<file path="src/rtl/approx_wallace_final_adder_pipe.sv">
// Final carry-propagate adder for the approximate 8-bit Wallace multiplier.
// Two-stage valid/ready pipeline; the low APPROX_LSBS result bits use lower-part OR.
module approx_wallace_final_adder_pipe #(
  parameter int APPROX_LSBS = 4
) (
  input  logic        clk,
  input  logic        rst_n,
  input  logic        in_valid,
  output logic        in_ready,
  input  logic [15:0] row_a,
  input  logic [15:0] row_b,
  output logic        out_valid,
  input  logic        out_ready,
  output logic [15:0] product,
  output logic        out_ovf
);

  logic       s2_free;
  logic       s1_adv;
  logic       in_xfer;
  logic       out_xfer;
  logic       carry;
  logic [7:0] lo_sum_calc;
  logic       c8_calc;
  logic [8:0] hi_sum;

  logic       s1_valid_q, s1_valid_d;
  logic [7:0] lo_sum_q,   lo_sum_d;
  logic       c8_q,       c8_d;
  logic [7:0] hi_a_q,     hi_a_d;
  logic [7:0] hi_b_q,     hi_b_d;
  logic       s2_valid_q, s2_valid_d;
  logic [15:0] product_q, product_d;
  logic       out_ovf_q,  out_ovf_d;

  // Low byte: OR below APPROX_LSBS (last a&b there becomes the injected carry), exact ripple above
  always_comb begin
    carry       = 1'b0;
    lo_sum_calc = 8'h00;
    for (int i = 0; i < 8; i++) begin
      if (i < APPROX_LSBS) begin
        lo_sum_calc[i] = row_a[i] | row_b[i];
        carry          = row_a[i] & row_b[i];
      end else begin
        lo_sum_calc[i] = row_a[i] ^ row_b[i] ^ carry;
        carry          = (row_a[i] & row_b[i]) | (carry & (row_a[i] ^ row_b[i]));
      end
    end
    c8_calc = carry;
  end

  // Upper byte adder fed from stage-1 registers; bit 8 is the carry out of bit 15
  always_comb begin
    hi_sum = {1'b0, hi_a_q} + {1'b0, hi_b_q} + {8'h00, c8_q};
  end

  // Handshake control and next-state selection for both stages
  always_comb begin
    s2_free  = !s2_valid_q || out_ready;
    s1_adv   = s1_valid_q && s2_free;
    in_ready = !s1_valid_q || s2_free;
    in_xfer  = in_valid && in_ready;
    out_xfer = s2_valid_q && out_ready;

    s1_valid_d = s1_valid_q;
    lo_sum_d   = lo_sum_q;
    c8_d       = c8_q;
    hi_a_d     = hi_a_q;
    hi_b_d     = hi_b_q;
    s2_valid_d = s2_valid_q;
    product_d  = product_q;
    out_ovf_d  = out_ovf_q;

    if (in_xfer) begin
      s1_valid_d = 1'b1;
      lo_sum_d   = lo_sum_calc;
      c8_d       = c8_calc;
      hi_a_d     = row_a[15:8];
      hi_b_d     = row_b[15:8];
    end else if (s1_adv) begin
      s1_valid_d = 1'b0;
    end else begin
      s1_valid_d = s1_valid_q;
    end

    if (s1_adv) begin
      s2_valid_d = 1'b1;
      product_d  = {hi_sum[7:0], lo_sum_q};
      out_ovf_d  = hi_sum[8];
    end else if (out_xfer) begin
      s2_valid_d = 1'b0;
    end else begin
      s2_valid_d = s2_valid_q;
    end
  end

  // Pipeline registers; reset drops all in-flight data
  always_ff @(posedge clk or negedge rst_n) begin
    if (!rst_n) begin
      s1_valid_q <= 1'b0;
      lo_sum_q   <= 8'h00;
      c8_q       <= 1'b0;
      hi_a_q     <= 8'h00;
      hi_b_q     <= 8'h00;
      s2_valid_q <= 1'b0;
      product_q  <= 16'h0000;
      out_ovf_q  <= 1'b0;
    end else begin
      s1_valid_q <= s1_valid_d;
      lo_sum_q   <= lo_sum_d;
      c8_q       <= c8_d;
      hi_a_q     <= hi_a_d;
      hi_b_q     <= hi_b_d;
      s2_valid_q <= s2_valid_d;
      product_q  <= product_d;
      out_ovf_q  <= out_ovf_d;
    end
  end

  assign out_valid = s2_valid_q;
  assign product   = product_q;
  assign out_ovf   = out_ovf_q;

endmodule

</file>
<file path="config.mk">
export PLATFORM = sky130hd
export DESIGN_NAME = approx_wallace_final_adder_pipe
export DESIGN_NICKNAME = d
export VERILOG_FILES = /design/src/rtl/approx_wallace_final_adder_pipe.sv
export SDC_FILE = /design/constraint.sdc
export NUM_CORES = 1
export LEC_CHECK = 0
export BUFFER_PORTS_ARGS = -buffer_cell sky130_fd_sc_hd__buf_4
export CAP_MARGIN = 10
export CELL_PAD_IN_SITES_DETAIL_PLACEMENT = 1
export CELL_PAD_IN_SITES_GLOBAL_PLACEMENT = 1
export CORE_MARGIN = 2
export CORE_UTILIZATION = 30
export CTS_BUF_LIST = sky130_fd_sc_hd__clkbuf_4 sky130_fd_sc_hd__clkbuf_8
export CTS_CLUSTER_SIZE = 16
export DETAILED_ROUTE_END_ITERATION = 10
export PLACE_DENSITY = 0.6
export SETUP_SLACK_MARGIN = 0.5
export SYNTH_ARGS = -nofsm -noshare
export SYNTH_HDL_FRONTEND = slang
export SYNTH_SLANG_ARGS = --single-unit
</file>
<file path="constraint.sdc">
create_clock -name clk -period 5.4 [get_ports clk]
set_input_delay 0.54 -clock clk [delete_from_list [all_inputs] [get_ports clk]]
set_output_delay 0.54 -clock clk [all_outputs]
set_load 0.02 [all_outputs]
</file>
# [Yosys cells after proc, flatten, opt, wreduce, memory -nomap -nowiden]
# Index checks and enable logic that the tools add are counted.
[word_totals] output_inout_bits=19 register_bits=44 word_cells=48
[classes] n_addsub=2 muxes=4 bitwise_logic=25 n_reduce_logical=9
[ops] cell="$add A8 B8 Y9" count=1
[ops] cell="$add A9 B1 Y9" count=1
[ops] cell="$and A1 B1 Y1" count=9
[ops] cell="$or A1 B1 Y1" count=8
[ops] cell="$xor A1 B1 Y1" count=8
[ops] cell="$mux W1" count=4
[ops] cell="$reduce_bool A2 Y1" count=2
[ops] cell="$logic_and A1 B1 Y1" count=3
[ops] cell="$logic_not A1 Y1" count=2
[ops] cell="$logic_or A1 B1 Y1" count=2

# [Depth between registers and ports, before layout]
# Gate-level depths: netlist (run 1).
[depth] ltp_word=9 ltp_mapped=7 mapped_depth_nobuf=7

# [Worst setup path before layout (run 1)]
# Ideal clock, no wire load.
[synth_timing] kind="input-to-reg" start="in row_a[3]" end="reg lo_sum_q[7]" t_arrival_ns=2.386 setup_time_ns=0.083 cell_stages=7 path_buffers=0 slack_ns=2.931 required_ns=5.317 path_cell_list="and2_1 -> fa_1 -> fa_1 -> fa_1 -> inv_1 -> fa_1 -> o21ai_0"
[synth_via] elab_chain_cells=8
[synth_lines] element="from (decl)" line_no="10" source="input logic [15:0] row_a,"
[synth_lines] element="$and A1 B1 Y1"
[synth_lines] element="$and A1 B1 Y1" line_no="46" source="carry = (row_a[i] & row_b[i]) | (carry & (row_a[i] ^ row_b[i]));"
[synth_lines] element="$or A1 B1 Y1" line_no="46"
[synth_lines] element="$and A1 B1 Y1" line_no="46"
[synth_lines] element="$or A1 B1 Y1" line_no="46"
[synth_lines] element="$and A1 B1 Y1" line_no="46"
[synth_lines] element="$or A1 B1 Y1" line_no="46"
[synth_lines] element="$xor A1 B1 Y1" line_no="45" source="lo_sum_calc[i] = row_a[i] ^ row_b[i] ^ carry;"
[synth_lines] element="to (signal assigned)" line_no="110" source="lo_sum_q <= lo_sum_d;"
[synth_lines] element="to (decl)" line_no="28" source="logic [7:0] lo_sum_q, lo_sum_d;"
# No other way between the ends.
# A chain may end at the register's enable or synchronous reset.

# [Worst setup path in the final report (run 1)]
# Ends and elaborated chain as after synthesis.

==> flow_metrics.env, run 1 <==
export IMPL_cp_end_kind="flop"
export IMPL_hold_viol_final=0
export IMPL_areaGrowthSynthToFinish_pct=28.4
export IMPL_critical_path_arrival_ns=2.55
export IMPL_post_cts_resized=0
export IMPL_clk_latency_ns=0.29
export IMPL_synthTopCellsByArea="dfrtp_1 53%, mux2_1 9.7%, nand2_1 8.3%, fa_1 5.8%, ha_1 4.2%"
export IMPL_cts_root_buffer="clkbuf_8"
export IMPL_overflow=0
export IMPL_antenna_left=0
export IMPL_powerDensity_mw_per_mm2=393
export IMPL_path_clk_slew_ns=0.08
export IMPL_setup_violations=0
export IMPL_grt_util_met2=0.205
export IMPL_power_internal_uw=707
export IMPL_num_nets_final=290
export IMPL_ir_drop_mv=0.123
export IMPL_vias=1516
export IMPL_place_congestion=0.689
export IMPL_synthArstFlopShare=1.00
export IMPL_p_leak_nw=1.28
export IMPL_max_slew_margin=0.514
export IMPL_die_y_um=87.3
export IMPL_r2r_start="c8_q$_DFFE_PN0P_"
export IMPL_grt_pass1_vias=1549
export IMPL_grt_usage=0.127
export IMPL_die_x_um=87.3
export IMPL_cp_common_cell="fa_1"
export IMPL_crit_required_ns=5.61
export IMPL_viasPerCell=4.71
export IMPL_syn_area_per_cell_um2=11.2
export IMPL_grt_first_pass_wirelength_um=7560
export IMPL_synth_cells=186
export IMPL_switching_share=0.327
export IMPL_coreArea_mm2=0.00676
export IMPL_diodes=0
export IMPL_dieArea_mm2=0.00763
export IMPL_timing_rr_end="product[14]$_DFFE_PN0P_"
export IMPL_cts_made_buffers=5
export IMPL_power_mw=1.05
export IMPL_synth_distinct_cells=37
export IMPL_hpwl_um=3140
export IMPL_drc_errors=0
export IMPL_switching_power_uw=344
export IMPL_clock_skew_ns=0.00475
export IMPL_hold_class="in2async"
export IMPL_p_comb_frac=0.335
export IMPL_synth_edf_count=0
export IMPL_period_minus_slack_ns=2.34
export IMPL_clkPwrFrac=0.238
export IMPL_setup_tns_final_ns=0
export IMPL_ys_ff_latch=44
export IMPL_drt_iter0_drc=44
export IMPL_cts_hold_buf=0
export IMPL_status="completed"
export IMPL_met3_usage=0.0284
export IMPL_pwr_share_seq=0.427
export IMPL_cts_setup_buffers=0
export IMPL_cts_max_level=2
export IMPL_drt_first_pass_iters=6
export IMPL_worst_path_max_delay_cell="fa_1"
export IMPL_wl_um=4320
export IMPL_cap_violations=0
export IMPL_worstMarginPinSlew_ns=0.727
export IMPL_met1_usage=0.171
export IMPL_fp_row_count=30
export IMPL_synth_warnings=0
export IMPL_antenna_found_initial=0
export IMPL_drive_gt1_frac=0.273
export IMPL_tritoncts="yes"
export IMPL_clockBufferDepth=2
export IMPL_initial_core_util=0.308
export IMPL_rsz0062_at_grt="no"
export IMPL_start_kind="input pin"
export IMPL_busiest_layer="met2"
export IMPL_synth_top_area_frac=0.529
export IMPL_cpPeakStageDelay_ns=0.39
export IMPL_slew_viol_final=0
export IMPL_netlist_area_mm2=0.00208
export IMPL_critical_path_class="in2reg"
export IMPL_synth_top_area_cell="dfrtp_1"
export IMPL_path_cells="buf_4 -> and2_1 -> fa_1 -> fa_1 -> fa_1 -> inv_1 -> fa_1 -> o21ai_0"
export IMPL_post_synth_top_count_cell="nand2_1"
export IMPL_synth_net_count=235
export IMPL_cts_sinks=44
export IMPL_fin_crit_sh=0.433
export IMPL_ys_top_cells_by_count="46 x nand2_1, 44 x dfrtp_1, 18 x mux2_1"
export IMPL_synth_flop_cell="dfrtp_1"
export IMPL_ff2ff_path_depth=6
export IMPL_ys_seq_area_frac=0.529
export IMPL_drt_wirelength_per_cell_um=13.4
export IMPL_timing_fmax_mhz=428
export IMPL_port_buffers=54
export IMPL_grt_max_degree=45
export IMPL_num_io_pins=55
export IMPL_cp_max_fo=2
export IMPL_rrSetupSlack_ns=3.07
==> worst max-delay path by stage <==
stage,startpoint,end,slack (ns)
6_report,row_a[3],lo_sum_q[7]$_DFFE_PN0P_,3.06
5_1_grt,c8_q$_DFFE_PN0P_,out_ovf$_DFFE_PN0P_,2.87
4_1_cts,c8_q$_DFFE_PN0P_,product[14]$_DFFE_PN0P_,3.03
3_5_place_dp,row_a[3],lo_sum_q[7]$_DFFE_PN0P_,2.73
3_3_place_gp,row_a[3],lo_sum_q[7]$_DFFE_PN0P_,2.76
2_1_floorplan,row_a[3],lo_sum_q[7]$_DFFE_PN0P_,2.93
==> stage by stage <==
step	worst slack [ns]	instance area (µm²)	utilization	hold WS [ns]	cells
floorplan	2.93	2080	-	0.244	186
global placement	2.76	2560	0.379	0.446	314
detailed placement	2.73	2560	0.379	0.456	314
CTS	3.03	2680	0.396	0.256	322
global route	2.87	2680	0.396	0.275	322
finish	3.06	2680	0.396	0.237	322
==> layout make-up <==
cell class	count	area (µm²)
fill	753	4080
sequential	44	1100
multi-input combinational	130	931
timing repair buffer	55	413
tap	80	100
clock buffer	6	76.3
clock inverter	2	35.0
inverter	5	18.8
==> layer usage <==
layer  routed length [µm]  vias to the layer above  part of all wire
li1                     -                      746                 -
met1                 1960                      738              0.45
met2                 2150                       28              0.50
met3                  160                        4             0.037
met4                   57                        0             0.013
met5                    0                        -                 0
==> registers in the layout, indices dropped and copies added (netlist names) <==
register	cells
product	16
hi_a_q	8
hi_b_q	8
lo_sum_q	8
c8_q	1
out_ovf	1
out_valid	1
s1_valid_q	1
==> worst max-delay path: cells and delay by family <==
kind,cells,cell delay [ns]
simple gates,1,0.15
buf+inv,2,0.18
compound gates,1,0.15
fa+ha+maj,4,1.53
==> cell families (layout without fill, tap and decap cells) <==
| family | after synthesis | in the layout | synth area share |
|---|---|---|---|
| adders and majority gates | 13 | 13 | 0.0997 |
| buffers and inverters | 12 | 68 | 0.0246 |
| muxes | 19 | 19 | 0.103 |
| DFF | 44 | 44 | 0.529 |
| and+or+nand+nor | 66 | 66 | 0.138 |
| xor gates and xnor gates | 1 | 1 | 0.00420 |
| AOI/OAI and AO/OA | 31 | 31 | 0.103 |
==> power groups by stage <==
| stage | Sequential [mW] | Combinational, mW | Clock, mW |
|---|---|---|---|
| 4_1_cts | 0.452 | 0.360 | 0.263 |
| 3_5_place_dp | 0.458 | 0.360 | 0 |
| 3_3_place_gp | 0.456 | 0.354 | 0 |
| 6_report | 0.449 | 0.352 | 0.251 |
| 2_1_floorplan | 0.502 | 0.164 | 0 |
| 5_1_grt | 0.461 | 0.396 | 0.275 |
==> cell usage in the layout, fill, tap and decap left out, drive strengths merged, types with 2 or more instances in the layout <==
cell	n
mux2	19
a21oi	2
nand2	46
o21ai	9
o31ai	3
and2	3
nor2	7
buf	55
dfrtp	44
nand3b	2
clkbuf	6
inv	5
nand2b	3
ha	7
a211o	2
fa	6
a211oi	3
o21a	2
(Power assumes the default switching activity.)
==> inputs of run 2 (changes only) <==
Settings changed: ABC_AREA set to 1, PLACE_DENSITY 0.6 to 0.65.
Clock period 5.4 ns to 2.1 ns, I/O delays scaled along.
==> run 2 against run 1 <==
Against the previous run:
- clock skew is 0.0021 ns higher
- combinational power rose to 3.1 times the previous value
- first-iteration DRC count grew 16%
- sequential power grew to 2.7 times the previous value
- clock power rose to 2.7 times the previous value
- register-to-register slack worse by 2.8 ns
- synthesized area grew 1.0%
- setup slack worse by 2.8 ns
- utilization grew 1.7 points
- critical endpoint is now out_ovf$_DFFE_PN0P_
- largest cell class unchanged
==> flow_metrics.env, run 2 <==
export IMPL_ff2ff_path_depth=8
export IMPL_slew_viol_final=0
export IMPL_setup_violations=0
export IMPL_clockBufferDepth=2
export IMPL_crit_end="out_ovf$_DFFE_PN0P_"
export IMPL_cp_common_cell="fa_2"
export IMPL_areaGrowthSynthToFinish_pct=33.2
export IMPL_grt_first_pass_wirelength_um=8500
export IMPL_syn_area_per_cell_um2=8.59
export IMPL_path_cells="fa_2 -> fa_2 -> nand2_2 -> nand2_4 -> nand3b_1 -> nor2_1 -> o21ai_1 -> nand2_1"
export IMPL_post_synth_top_count_cell="nand2_1"
export IMPL_synthTopCellsByArea="dfrtp_1 52%, nand2_1 21%, fa_1 5.7%, o21ai_0 4.3%, ha_1 4.2%"
export IMPL_drt_iter0_drc=51
export IMPL_cap_violations=0
export IMPL_status="completed"
export IMPL_place_congestion=0.797
export IMPL_timing_fmax_mhz=547
export IMPL_cts_max_level=2
export IMPL_synth_cells=245
export IMPL_synth_edf_count=0
export IMPL_coreArea_mm2=0.00679
export IMPL_drive_gt1_frac=0.285
export IMPL_cp_end_kind="flop"
export IMPL_powerDensity_mw_per_mm2=1060
export IMPL_synth_flop_cell="dfrtp_1"
export IMPL_tritoncts="yes"
export IMPL_crit_start="hi_b_q[0]$_DFFE_PN0P_"
export IMPL_drt_wirelength_per_cell_um=12.3
export IMPL_start_kind="flop"
export IMPL_num_nets_final=353
export IMPL_synth_net_count=294
export IMPL_dp_slack_ns=-0.0303
export IMPL_path_clk_slew_ns=0.09
export IMPL_dieArea_mm2=0.00770
export IMPL_mostFrequentLayoutCells="113 x nand2_1, 58 x buf_4, 44 x dfrtp_1"
export IMPL_critical_path_class="reg2reg"
export IMPL_fp_row_count=30
export IMPL_critical_path_buf_inv_count=0
export IMPL_largest_reg_flops=16
export IMPL_hold_viol_final=0
export IMPL_diodes=0
export IMPL_power_mw=2.96
export IMPL_cts_made_buffers=5
export IMPL_initial_core_util=0.310
export IMPL_grt_max_degree=45
export IMPL_die_y_um=87.8
export IMPL_rrSetupSlack_ns=0.27
export IMPL_max_slew_margin=0.623
export IMPL_clk_latency_ns=0.30
export IMPL_overflow=0
export IMPL_ir_drop_mv=0.460
export IMPL_antenna_found_initial=0
export IMPL_num_io_pins=55
export IMPL_cts_root_buffer="clkbuf_8"
export IMPL_viasPerCell=4.27
export IMPL_crit_required_ns=2.30
export IMPL_rsz0062_at_grt="yes"
export IMPL_mostFrequentLayoutCell="nand2_1"
export IMPL_critical_path_arrival_ns=2.03
export IMPL_timing_rr_end="out_ovf$_DFFE_PN0P_"
export IMPL_drt_first_pass_iters=4
export IMPL_synth_top_area_cell="dfrtp_1"
export IMPL_wl_um=4930
export IMPL_netlist_area_mm2=0.00210
export IMPL_drc_errors=0
export IMPL_cpPeakStageDelay_ns=0.44
export IMPL_path_delay_family="adder cells"
export IMPL_path_depth=8
export IMPL_grt_pass1_vias=1823
export IMPL_layout_setup_ws_ns=0.271
export IMPL_worstMarginPinSlew_ns=0.566
export IMPL_synth_warnings=0
export IMPL_ys_top_cells_by_count="117 x nand2_1, 44 x dfrtp_1, 19 x inv_1"
export IMPL_synth_top_area_frac=0.523
export IMPL_vias=1712
export IMPL_hpwl_um=3460
export IMPL_cts_sinks=44
export IMPL_synth_distinct_cells=20
export IMPL_fin_crit_sh=0.871
export IMPL_r2r_start="hi_b_q[0]$_DFFE_PN0P_"
export IMPL_port_buffers=54
export IMPL_antenna_left=0
export IMPL_worst_path_max_delay_cell="fa_2"
export IMPL_grt_usage=0.141
export IMPL_ys_seq_area_frac=0.523
export IMPL_period_minus_slack_ns=1.83
export IMPL_hold_class="in2reg"
export IMPL_utilization=0.413
export IMPL_cp_max_fo=3
export IMPL_die_x_um=87.8
export IMPL_p_leak_nw=1.49
export IMPL_clock_skew_ns=0.00682
export IMPL_synthArstFlopShare=1.00
export IMPL_ys_ff_latch=44
## run 2: timing repair
| item | 4_1_cts | 5_1_grt |
|---|---|---|
| pin swaps | 4 | 3 |
| setup endpoints to repair | 4 | 11 |
| hold buffers | 1 | 0 |
| hold endpoints to repair | 44 | 0 |
| gates resized for setup | 1 | 13 |
| buffers inserted | 1 | 2 |
## run 2: area by class of cell
class / instances / area [µm²]
Tap cell: 96 / 120
Timing Repair Buffer: 59 / 445
Clock buffer: 5 / 68.8
Clock inverter: 3 / 46.3
Multi-Input combinational cell: 174 / 943
Fill cell: 807 / 3990
Sequential cell: 44 / 1100
Inverter: 20 / 77.6
## run 2: worst min path at each step
stage | start | depth (start not counted) | endpoint
floorplan | rst_n | 0 | c8_q$_DFFE_PN0P_
global placement | rst_n | 1 | product[15]$_DFFE_PN0P_
detailed placement | rst_n | 1 | product[15]$_DFFE_PN0P_
CTS | row_a[9] | 3 | hi_a_q[1]$_DFFE_PN0P_
global route | row_a[8] | 3 | hi_a_q[0]$_DFFE_PN0P_
finish | row_a[14] | 3 | hi_a_q[6]$_DFFE_PN0P_
## run 2: tightest hold or removal path, stage by stage
cell	delay [ns]
buf_4	0.08
nand2_1	0.04
nand2_1	0.05
## run 2: kinds of logic (layout without fill, tap and decap cells)
| kind of cell | count (synthesis) | count (layout) | synth area share |
|---|---|---|---|
| adders and majority gates | 13 | 13 | 0.0987 |
| AOI/OAI and AO/OA | 24 | 24 | 0.0571 |
| and+or+nand+nor | 136 | 136 | 0.260 |
| DFF | 44 | 44 | 0.523 |
| xor gates and xnor gates | 1 | 1 | 0.00416 |
| buffers and inverters | 27 | 87 | 0.0565 |
## run 2: stage by stage
stage / instances / cell area [µm²] / hold slack, ns / TNS (ns)
floorplan: 245 / 2120 / -0.0856 / 0
global placement: 389 / 2610 / 0.252 / 0
CTS: 399 / 2750 / 0.0889 / 0
global route: 401 / 2800 / 0.0892 / 0
detailed placement: 389 / 2610 / 0.253 / -0.0303
finish: 401 / 2800 / 0.0947 / 0
## run 2: where the power goes
part	leakage, nW	total [mW]	internal, mW	switching [mW]
registers	0.536	1.19	1.06	0.131
logic	0.901	1.09	0.463	0.627
clock network	0.0548	0.678	0.359	0.320
## run 2: metal layers
| metal | up-vias | global-route usage | wire (µm) |
|---|---|---|---|
| met5 | - | 0 | 0 |
| met4 | 0 | 0.0420 | 89 |
| met3 | 8 | 0.0311 | 163 |
| met2 | 33 | 0.231 | 2270 |
| met1 | 791 | 0.188 | 2400 |
| li1 | 880 | - | - |
==> inputs of run 3 (changes only) <==
Settings changed: ABC_AREA 1 to unset, CTS_BUF_LIST sky130_fd_sc_hd__clkbuf_4 sky130_fd_sc_hd__clkbuf_8 to sky130_fd_sc_hd__clkbuf_8 sky130_fd_sc_hd__clkbuf_16, PLACE_DENSITY 0.65 to 0.62.
==> run 3 against run 2 <==
Against the previous run:
- fmax is 11% lower
- register-to-register slack worse by 0.23 ns
- first-iteration DRC count is 20% lower
- non-clock buffer count is 7 higher
- sequential share of layout area is 2.1 points lower
- total power is 7.8% higher
- die area is 0.97% lower
- via count is 8.4% lower
- critical endpoint is now product[14]$_DFFE_PN0P_
==> flow_metrics.env, run 3 (synthesis gave the netlist of run 1 again) <==
export IMPL_drc_errors=0
export IMPL_overflow=0
export IMPL_areaGrowthSynthToFinish_pct=42.3
export IMPL_wl_um=4740
export IMPL_pwr_share_seq=0.366
export IMPL_crit_required_ns=2.30
export IMPL_drt_iter0_drc=41
export IMPL_num_nets_final=301
export IMPL_drt_wirelength_per_cell_um=14.2
export IMPL_whs_ns=0.119
export IMPL_rrSetupSlack_ns=0.04
export IMPL_period_minus_slack_ns=2.06
export IMPL_slew_viol_final=0
export IMPL_powerDensity_mw_per_mm2=1080
export IMPL_crit_end="product[14]$_DFFE_PN0P_"
export IMPL_viasPerCell=4.71
export IMPL_clkPwrFrac=0.281
export IMPL_cts_sinks=44
export IMPL_fillers=756
export IMPL_hold_depth=2
export IMPL_antenna_left=0
export IMPL_timing_rr_end="product[14]$_DFFE_PN0P_"
export IMPL_diodes=0
export IMPL_ff2ff_path_depth=6
export IMPL_start_kind="flop"
export IMPL_grt_max_degree=45
export IMPL_cts_root_buffer="clkbuf_8"
export IMPL_dpl_cell_area_mm2=0.00267
export IMPL_switching_share=0.313
export IMPL_critical_path_arrival_ns=2.25
export IMPL_p_comb_frac=0.353
export IMPL_hpwl_um=3340
export IMPL_cts_max_level=2
export IMPL_r2r_start="hi_b_q[0]$_DFFE_PN0P_"
export IMPL_final_area_mm2=0.00296
export IMPL_power_internal_mw=2.19
export IMPL_die_y_um=87.3
export IMPL_initial_core_util=0.308
export IMPL_antenna_found_initial=0
export IMPL_num_io_pins=55
export IMPL_clock_skew_ns=0.00726
export IMPL_cp_max_fo=2
export IMPL_utilization=0.439
export IMPL_critical_path_class="reg2reg"
export IMPL_setup_violations=0
export IMPL_hold_class="in2reg"
export IMPL_largest_reg_flops=16
export IMPL_clk_latency_ns=0.30
export IMPL_tritoncts="yes"
export IMPL_place_congestion=0.724
export IMPL_switching_power_uw=1000
export IMPL_timing_fmax_mhz=486
export IMPL_dieArea_mm2=0.00763
export IMPL_drt_first_pass_iters=4
export IMPL_rsz0062_at_grt="yes"
export IMPL_mostFrequentLayoutCell="buf_4"
export IMPL_drive_gt1_frac=0.383
export IMPL_fin_crit_sh=0.979
export IMPL_fp_row_count=30
export IMPL_p_leak_nw=1.37
export IMPL_cap_violations=0
export IMPL_mostFrequentLayoutCells="61 x buf_4, 46 x nand2_1, 44 x dfrtp_1"
export IMPL_ir_drop_mv=0.451
export IMPL_hold_viol_final=0
export IMPL_path_clk_slew_ns=0.09
export IMPL_grt_usage=0.135
export IMPL_crit_start="hi_b_q[0]$_DFFE_PN0P_"
export IMPL_grt_first_pass_wirelength_um=7940
export IMPL_power_mw=3.19
export IMPL_max_slew_margin=0.619
export IMPL_port_buffers=54
export IMPL_grt_pass1_vias=1669
export IMPL_cp_end_kind="flop"
export IMPL_status="completed"
export IMPL_worstMarginPinSlew_ns=0.572
export IMPL_vias=1569
export IMPL_clockBufferDepth=2
export IMPL_cts_made_buffers=5
export IMPL_die_x_um=87.3
export IMPL_coreArea_mm2=0.00676
-- run 3: cell count changes in the layout (fill, tap and decap cells not counted), sizes merged, moves of 3 or more --
cell / previous run / this run
a211oi: 0 / 3
a21oi: 5 / 2
and2: 0 / 3
buf: 58 / 65
inv: 21 / 5
mux2: 0 / 19
nand2: 119 / 46
nand2b: 0 / 3
nand3: 10 / 1
nor2: 4 / 7
o21ai: 19 / 9
o31ai: 0 / 3
-- run 3: metal layers --
layer,track usage,vias up,wire (µm)
met5,0,-,0
met4,0.0517,0,66
met3,0.0303,4,165
met2,0.222,33,2370
met1,0.172,767,2130
li1,-,765,-
-- run 3: final cells by class --
class	instances	area, µm²	share of cell area
Sequential cell	44	1100	0.371
Tap cell	80	100	0.0338
Inverter	5	18.8	0.00633
Clock buffer	5	68.8	0.0232
Clock inverter	3	90.1	0.0304
Multi-Input combinational cell	130	1070	0.362
Timing Repair Buffer	66	513	0.173
-- run 3: critical path: stages, from the launching register on --
cell and delay, ns:
dfrtp_1 0.41, fa_2 0.41, fa_2 0.39, a21oi_4 0.17
o211ai_1 0.10, a211o_1 0.28, a31o_1 0.21
-- run 3: worst min path at each step --
stage / startpoint / to
2_1_floorplan: rst_n / c8_q$_DFFE_PN0P_
3_3_place_gp: rst_n / hi_b_q[4]$_DFFE_PN0P_
3_5_place_dp: rst_n / hi_b_q[4]$_DFFE_PN0P_
4_1_cts: row_a[11] / hi_a_q[3]$_DFFE_PN0P_
5_1_grt: row_b[11] / hi_b_q[3]$_DFFE_PN0P_
6_report: row_a[14] / hi_a_q[6]$_DFFE_PN0P_
-- run 3: per-stage QoR --
| step | worst slack (ns) | cells | TNS, ns |
|---|---|---|---|
| 4_1_cts | 0.00901 | 332 | 0 |
| 5_1_grt | -0.0333 | 333 | -0.0398 |
| 2_1_floorplan | 0.0840 | 186 | 0 |
| 3_3_place_gp | -0.0411 | 318 | -0.0495 |
| 3_5_place_dp | -0.0800 | 318 | -0.116 |
| 6_report | 0.0436 | 333 | 0 |
-- run 3: repair_timing --
item / in CTS / in global routing
setup endpoints to repair: 8 / 9
hold buffers: 1 / 0
buffers inserted: 5 / 1
hold endpoints to repair: 44 / 0
pin swaps: 12 / 8
gates resized for setup: 8 / 9
-- run 3: power groups by stage --
stage                     Combinational (mW)  Clock (mW)  Sequential (mW)
final                                   1.13       0.899             1.17
after global routing                    1.25       0.961             1.20
after CTS                               1.09       0.922             1.17
after detailed placement                1.00           0             1.19
after global placement                 0.979           0             1.18
after floorplan                        0.467           0             1.30
